File: config.mk
export PLATFORM = sky130hd
export DESIGN_NAME = shared_port_arbiter
export DESIGN_NICKNAME = d
export VERILOG_FILES = /design/src/rtl/shared_port_arbiter.sv
export SDC_FILE = /design/constraint.sdc
export NUM_CORES = 1
export LEC_CHECK = 0
export BUFFER_PORTS_ARGS = -buffer_cell sky130_fd_sc_hd__buf_2
export CAP_MARGIN = 0
export CORE_AREA = 2 2 51 53
export CTS_BUF_LIST = sky130_fd_sc_hd__clkbuf_8 sky130_fd_sc_hd__clkbuf_16
export CTS_CLUSTER_SIZE = 16
export DETAILED_ROUTE_END_ITERATION = 12
export DIE_AREA = 0 0 53 55
export GPL_ROUTABILITY_DRIVEN = 0
export GPL_TIMING_DRIVEN = 0
export PLACE_DENSITY = 0.67
export SYNTH_ARGS = -nofsm -noshare
export SYNTH_HDL_FRONTEND = slang
export SYNTH_SLANG_ARGS = --single-unit
File: constraint.sdc
create_clock -name clk -period 2.5 [get_ports clk]
set_clock_uncertainty 0.1 [all_clocks]
set_input_delay 0.375 -clock clk [delete_from_list [all_inputs] [get_ports clk]]
set_output_delay 0.375 -clock clk [all_outputs]
set_load 0.03 [all_outputs]
File: src/rtl/shared_port_arbiter.sv
// shared_port_arbiter: round-robin grant of one single-ported resource with start pulse and watchdog release
package macros;
  function automatic int log_2(input int v);
    int r;
    r = 0;
    while ((1 << r) < v) r = r + 1;
    return r;
  endfunction
endpackage

module shared_port_arbiter #(
  parameter int NUM_REQ = 4,
  parameter int TIMEOUT_CYCLES = 255,
  localparam int IDX_W = macros::log_2(NUM_REQ),
  localparam int CNT_W = (TIMEOUT_CYCLES == 0) ? 1 : macros::log_2(TIMEOUT_CYCLES) + 1
) (
  input  logic               clk,
  input  logic               rst,
  input  logic [NUM_REQ-1:0] req,
  output logic [NUM_REQ-1:0] gnt,
  output logic [IDX_W-1:0]   gnt_idx,
  output logic               gnt_valid,
  output logic               res_start,
  input  logic               res_done,
  output logic               timeout
);
  if (NUM_REQ < 2 || (NUM_REQ & (NUM_REQ - 1)) != 0) begin : g_bad_num_req
    $error("NUM_REQ must be a power of two and at least 2");
  end
  typedef enum logic {IDLE, BUSY} state_t;
  state_t state, state_n;
  logic [IDX_W-1:0] ptr, base, cand, win;
  logic [CNT_W-1:0] cnt;
  logic expire, release_now, arb, found;
  always_comb begin
    expire = TIMEOUT_CYCLES != 0 && cnt == CNT_W'(TIMEOUT_CYCLES - 1) && !res_done;
    release_now = state == BUSY && (res_done || expire);
    arb = state == IDLE || release_now;
    base = release_now ? gnt_idx + IDX_W'(1) : ptr;
    found = 1'b0;
    win = '0;
    cand = '0;
    // the just-released requester lands last in the search because base starts one past it
    for (int i = 0; i < NUM_REQ; i++) begin
      cand = base + IDX_W'(i);
      if (!found && req[cand]) begin
        found = 1'b1;
        win = cand;
      end
    end
    state_n = arb ? (found ? BUSY : IDLE) : state;
  end
  always_ff @(posedge clk) begin
    if (rst) begin
      state <= IDLE;
      ptr <= '0;
      cnt <= '0;
      gnt <= '0;
      gnt_idx <= '0;
      gnt_valid <= 1'b0;
      res_start <= 1'b0;
      timeout <= 1'b0;
    end else begin
      state <= state_n;
      timeout <= release_now && expire;
      res_start <= arb && found;
      if (release_now) ptr <= base;
      if (arb) begin
        gnt <= found ? NUM_REQ'(1) << win : '0;
        gnt_idx <= found ? win : '0;
        gnt_valid <= found;
        cnt <= '0;
      end else begin
        cnt <= (&cnt) ? cnt : cnt + CNT_W'(1);
      end
    end
  end
endmodule

Word level (Yosys, flattened, before mapping)
Index checks and enable logic that the tools add are counted. Widths: inputs -> output; s select.

Add/sub/neg operators: 5. Multiply operators: 0. Divide/modulo/power cells: 0. Magnitude comparators: 4. Equality and inequality tests: 1. Shifts and indexed selects: 1. Multiplexer cells: 20. Bitwise logic cells: 1. Reduce and logical (&&, ||, !) cells: 15.

Operator list (count): $lt 2x3->1 const B (4); $mux 2 (6); $add 9x1->9 const B (1); $eq 9x8->1 const B (1); $mux 1 (9); $reduce_and 9->1 (1); $bmux 1 s2 (4); $logic_and 1x1->1 (7); $add 2x1->2 const B (2); $add 2x2->2 const B (2); $logic_not 1->1 (4); $mux 4 (1); $shl 1x2->4 const A (1); $logic_or 1x1->1 (2); $reduce_or 2->1 (1); $not 1->1 (1).

Bits in registers: 21. Latch bits: 0. Memory bits (writable): 0. Bits in read-only memories: 0. Output and inout bits: 9. Logic and storage cells: 55. Memories kept: 0.

Logic depth before layout (Yosys ltp)
Depth after elaboration: 19. Gate-level depth with buffers: 9.

Worst setup path before layout
No wires, ideal clock.

Kind: register -> register. Start point: register cnt[0]. End point: register gnt[0]. Setup time: 117 ps. Arrival time: 1888 ps. Required time: 2283 ps. Path slack: 395 ps. Stages on the path, launching flop included: 9. Buffers on the path: 0. Clock period less this slack: 2105 ps. Path through: dfxtp_1 inv_1 ha_1 and4b_4 a21o_4 mux2_4 a211oi_2 a31oi_1 a22o_1.

Cells in the longest elaborated chain, start to end: 19. Elaborated cells between the ends (all ways): 33.

RTL lines: start: declaration (RTL line 33) `logic [CNT_W-1:0] cnt;`; start signal: assignment (RTL line 74) `cnt <= (&cnt) ? cnt : cnt + CNT_W'(1);`; $eq 9x8->1 * (RTL line 36) `expire = TIMEOUT_CYCLES != 0 && cnt == CNT_W'(TIMEOUT_CYCLES - 1) && !res_done;`; $logic_and 1x1->1 * (RTL line 36); $logic_or 1x1->1 * (RTL line 37) `release_now = state == BUSY && (res_done || expire);`; $logic_and 1x1->1 * (RTL line 37); parallel branches: the longest is 15 deep, another holds $add 2x1->2; end signal: assignment (RTL line 69) `gnt <= found ? NUM_REQ'(1) << win : '0;`; end: declaration (RTL line 20) `output logic [NUM_REQ-1:0] gnt,`.

Mark *: on every way between the ends. The select of a mux whose other input is x is not followed. A chain may end at the register's enable or synchronous reset.

Worst setup path in the final report
Start point: register cnt[0]. End point: register gnt[2].

The elaborated chain is that of the path after synthesis.

==> results.json <==
{
  "drt_pass1_iterations": 4,
  "fillers": 233,
  "final-max-slew-violation-count": 0,
  "portBuffers": 15,
  "postSynthRegisterBits": 20,
  "post-cts-setup-buffers": 0,
  "n_antenna_cell": 0,
  "fmax_ghz": 0.438,
  "register_area_um2": 400,
  "grt_max_degree": 12,
  "initial_core_util_pct": 42.2,
  "synthMostInstantiatedCell": "dfxtp_1",
  "synthSimpleGateAreaFrac_pct": 24.4,
  "worstPathRequired_ns": 2.55,
  "slew_headroom_pct": 58.2,
  "status": "complete, no violations",
  "synth.distinct_cells": 36,
  "yosysSeqAreaShare_pct": 40.1,
  "ir_worst_vdd_mv": 0.401,
  "syn_avg_cell_area_um2": 8.91,
  "grt_overflow": 0,
  "die_w_um": 53,
  "htreeDepth": 1,
  "ctsHoldBuffers": 0,
  "synth_area_um2": 998,
  "finalCritPeriodShare_pct": 91.3,
  "core_um2": 2360,
  "insertion_delay_ns": 0.26,
  "synthesis.nets": 122,
  "syn_to_final_growth_pct": 16.8,
  "grt_pass1_wl_mm": 3.24,
  "nNetsFinal": 142,
  "synth-compound-area-share_pct": 17.5,
  "synthDominantCellAreaShare_pct": 40.1,
  "cts.repair.resized": 0,
  "crit_path_max_fanout": 6,
  "hold_viol": 0,
  "drv_cap": 0,
  "worst_pin_slew_ns": 0.625,
  "end_kind": "flop",
  "setup_viol": 0,
  "drive_above_1_share_pct": 19.8,
  "dp_slack_ns": 0.241,
  "numCtsBuffers": 3,
  "tritoncts": "done",
  "p_per_area_nw_per_um2": 621,
  "synthXorXnorAreaFrac_pct": 7.02,
  "finalPower_w": 0.000724,
  "synth_top_area_cell": "dfxtp_1",
  "path_clk_slew_ns": 0.07,
  "ys_warn_count": 0,
  "rsz0062_at_grt": "no",
  "post_drt_wl_per_cell_um": 12.1,
  "cp_data_arrival_time_ns": 2.34,
  "drtIter0Drc": 21,
  "cts.sinks": 20,
  "synth_area_leaders": "dfxtp_1, nor2_1, nand2_1",
  "via_count": 867,
  "synth_edf_count": 0,
  "layout_min_cycle_time_ns": 2.28,
  "cellLeakagePower_nw": 0.473,
  "setup.worst_path.class": "flop to flop",
  "fp-row-count": 18,
  "synth_top_family_by_area": "simple AND/OR/NAND/NOR gates",
  "drc": 0,
  "worstHoldPathType": "input pin to flop",
  "cp-start-kind": "flop",
  "fin_util_pct": 49.3,
  "die_area_um2": 2920,
  "clock_path_buffers": 2,
  "wirelength_mm": 1.94,
  "ioPinCount": 16,
  "synthMuxAreaShare_pct": 3.51,
  "grt_pass1_vias": 773,
  "ant_nets": 0,
  "setup_tns_ns": 0,
  "antenna_found_initial": 0,
  "gr-usage-all-layers_pct": 15.2,
  "cts_root_buf": "clkbuf_8",
  "synth_commonest_cells": "dfxtp_1, nor2_1, nand2_1, inv_1",
  "die_h_um": 55,
  "synth_fa_ha_area_share_pct": 3.76,
  "synthFlopType": "dfxtp_1",
  "multi_input_area_um2": 562,
  "dp_hpwl_mm": 1.50,
  "netlist_instances": 112,
  "setup_slack_ns": 0.218,
  "synthArstFlopShare_pct": 0,
  "routed_via_density": 5.39
}
==> metal layers <==
| metal | vias to the layer above | wire (um) | GRT usage [%] | share of wire (%) |
|---|---|---|---|---|
| met5 | - | 0 | 0 | 0 |
| met4 | 0 | 32 | 8.12 | 1.6 |
| met3 | 4 | 101 | 2.96 | 5.2 |
| met2 | 20 | 904 | 25.6 | 47 |
| met1 | 407 | 904 | 18.4 | 47 |
| li1 | 436 | - | - | - |
==> per-stage QoR <==
| stage | instance area [um2] | cells | hold slack, ns |
|---|---|---|---|
| CTS | 1170 | 161 | 0.237 |
| finish | 1170 | 161 | 0.237 |
| global placement | 1110 | 157 | 0.338 |
| global route | 1170 | 161 | 0.237 |
| detailed placement | 1110 | 157 | 0.352 |
| floorplan | 998 | 112 | 0.347 |
==> sequential cells by signal, indices dropped and copies added (netlist names) <==
register and flops:
gnt 4, ptr 2, res_start 1, gnt_idx 2
timeout 1, gnt_valid 1, cnt 9
==> layout make-up <==
cell class / count / area share (%)
buffer: 2 / 1.50
clock buffer: 4 / 4.72
inverter: 5 / 1.61
multi-input combinational: 85 / 48.2
sequential: 20 / 34.3
tap: 30 / 3.22
timing repair buffer: 15 / 6.44
==> final timing paths <==
check | start | end | slack (ns) | cells after the start
setup reg to reg | cnt[0] | gnt[2] | 0.22 | 8
setup / recovery | cnt[0] | gnt[2] | 0.22 | 8
hold / removal | res_done | timeout | 0.24 | 2
hold reg to reg | gnt[1] | gnt[1] | 0.35 | 2
==> power breakdown <==
part	switching [W]	internal [W]	total, W
registers	0.0000137	0.000335	0.000348
clock network	0.000106	0.000140	0.000246
logic	0.0000776	0.0000521	0.000130
==> worst max-delay path, cell delays in order (launching register included) <==
cell and delay (ns):
dfxtp_1 0.39, inv_1 0.06, ha_1 0.20, and4b_4 0.21
a21o_4 0.25, mux2_4 0.30, a211oi_2 0.26, a31oi_1 0.15
a22o_1 0.25
==> cells by family after synthesis <==
kind of cell,after synthesis
AOI/OAI and AO/OA,23
xor gates and xnor gates,8
adders and majority gates,3
buffers and inverters,7
DFF,20
muxes,3
and+or+nand+nor,48
==> placed cells by master, fill, tap and decap left out, types with 3 or more instances in the layout <==
cell type and count:
buf_2 15, xnor2_1 4, nor3_1 3, inv_1 5, xor2_1 4, o21ai_1 3
clkbuf_8 5, nor2_1 17, ha_1 3, a21oi_1 4, dfxtp_1 20, nand2_1 13
No activity file was read; power rests on OpenSTA's default activity.
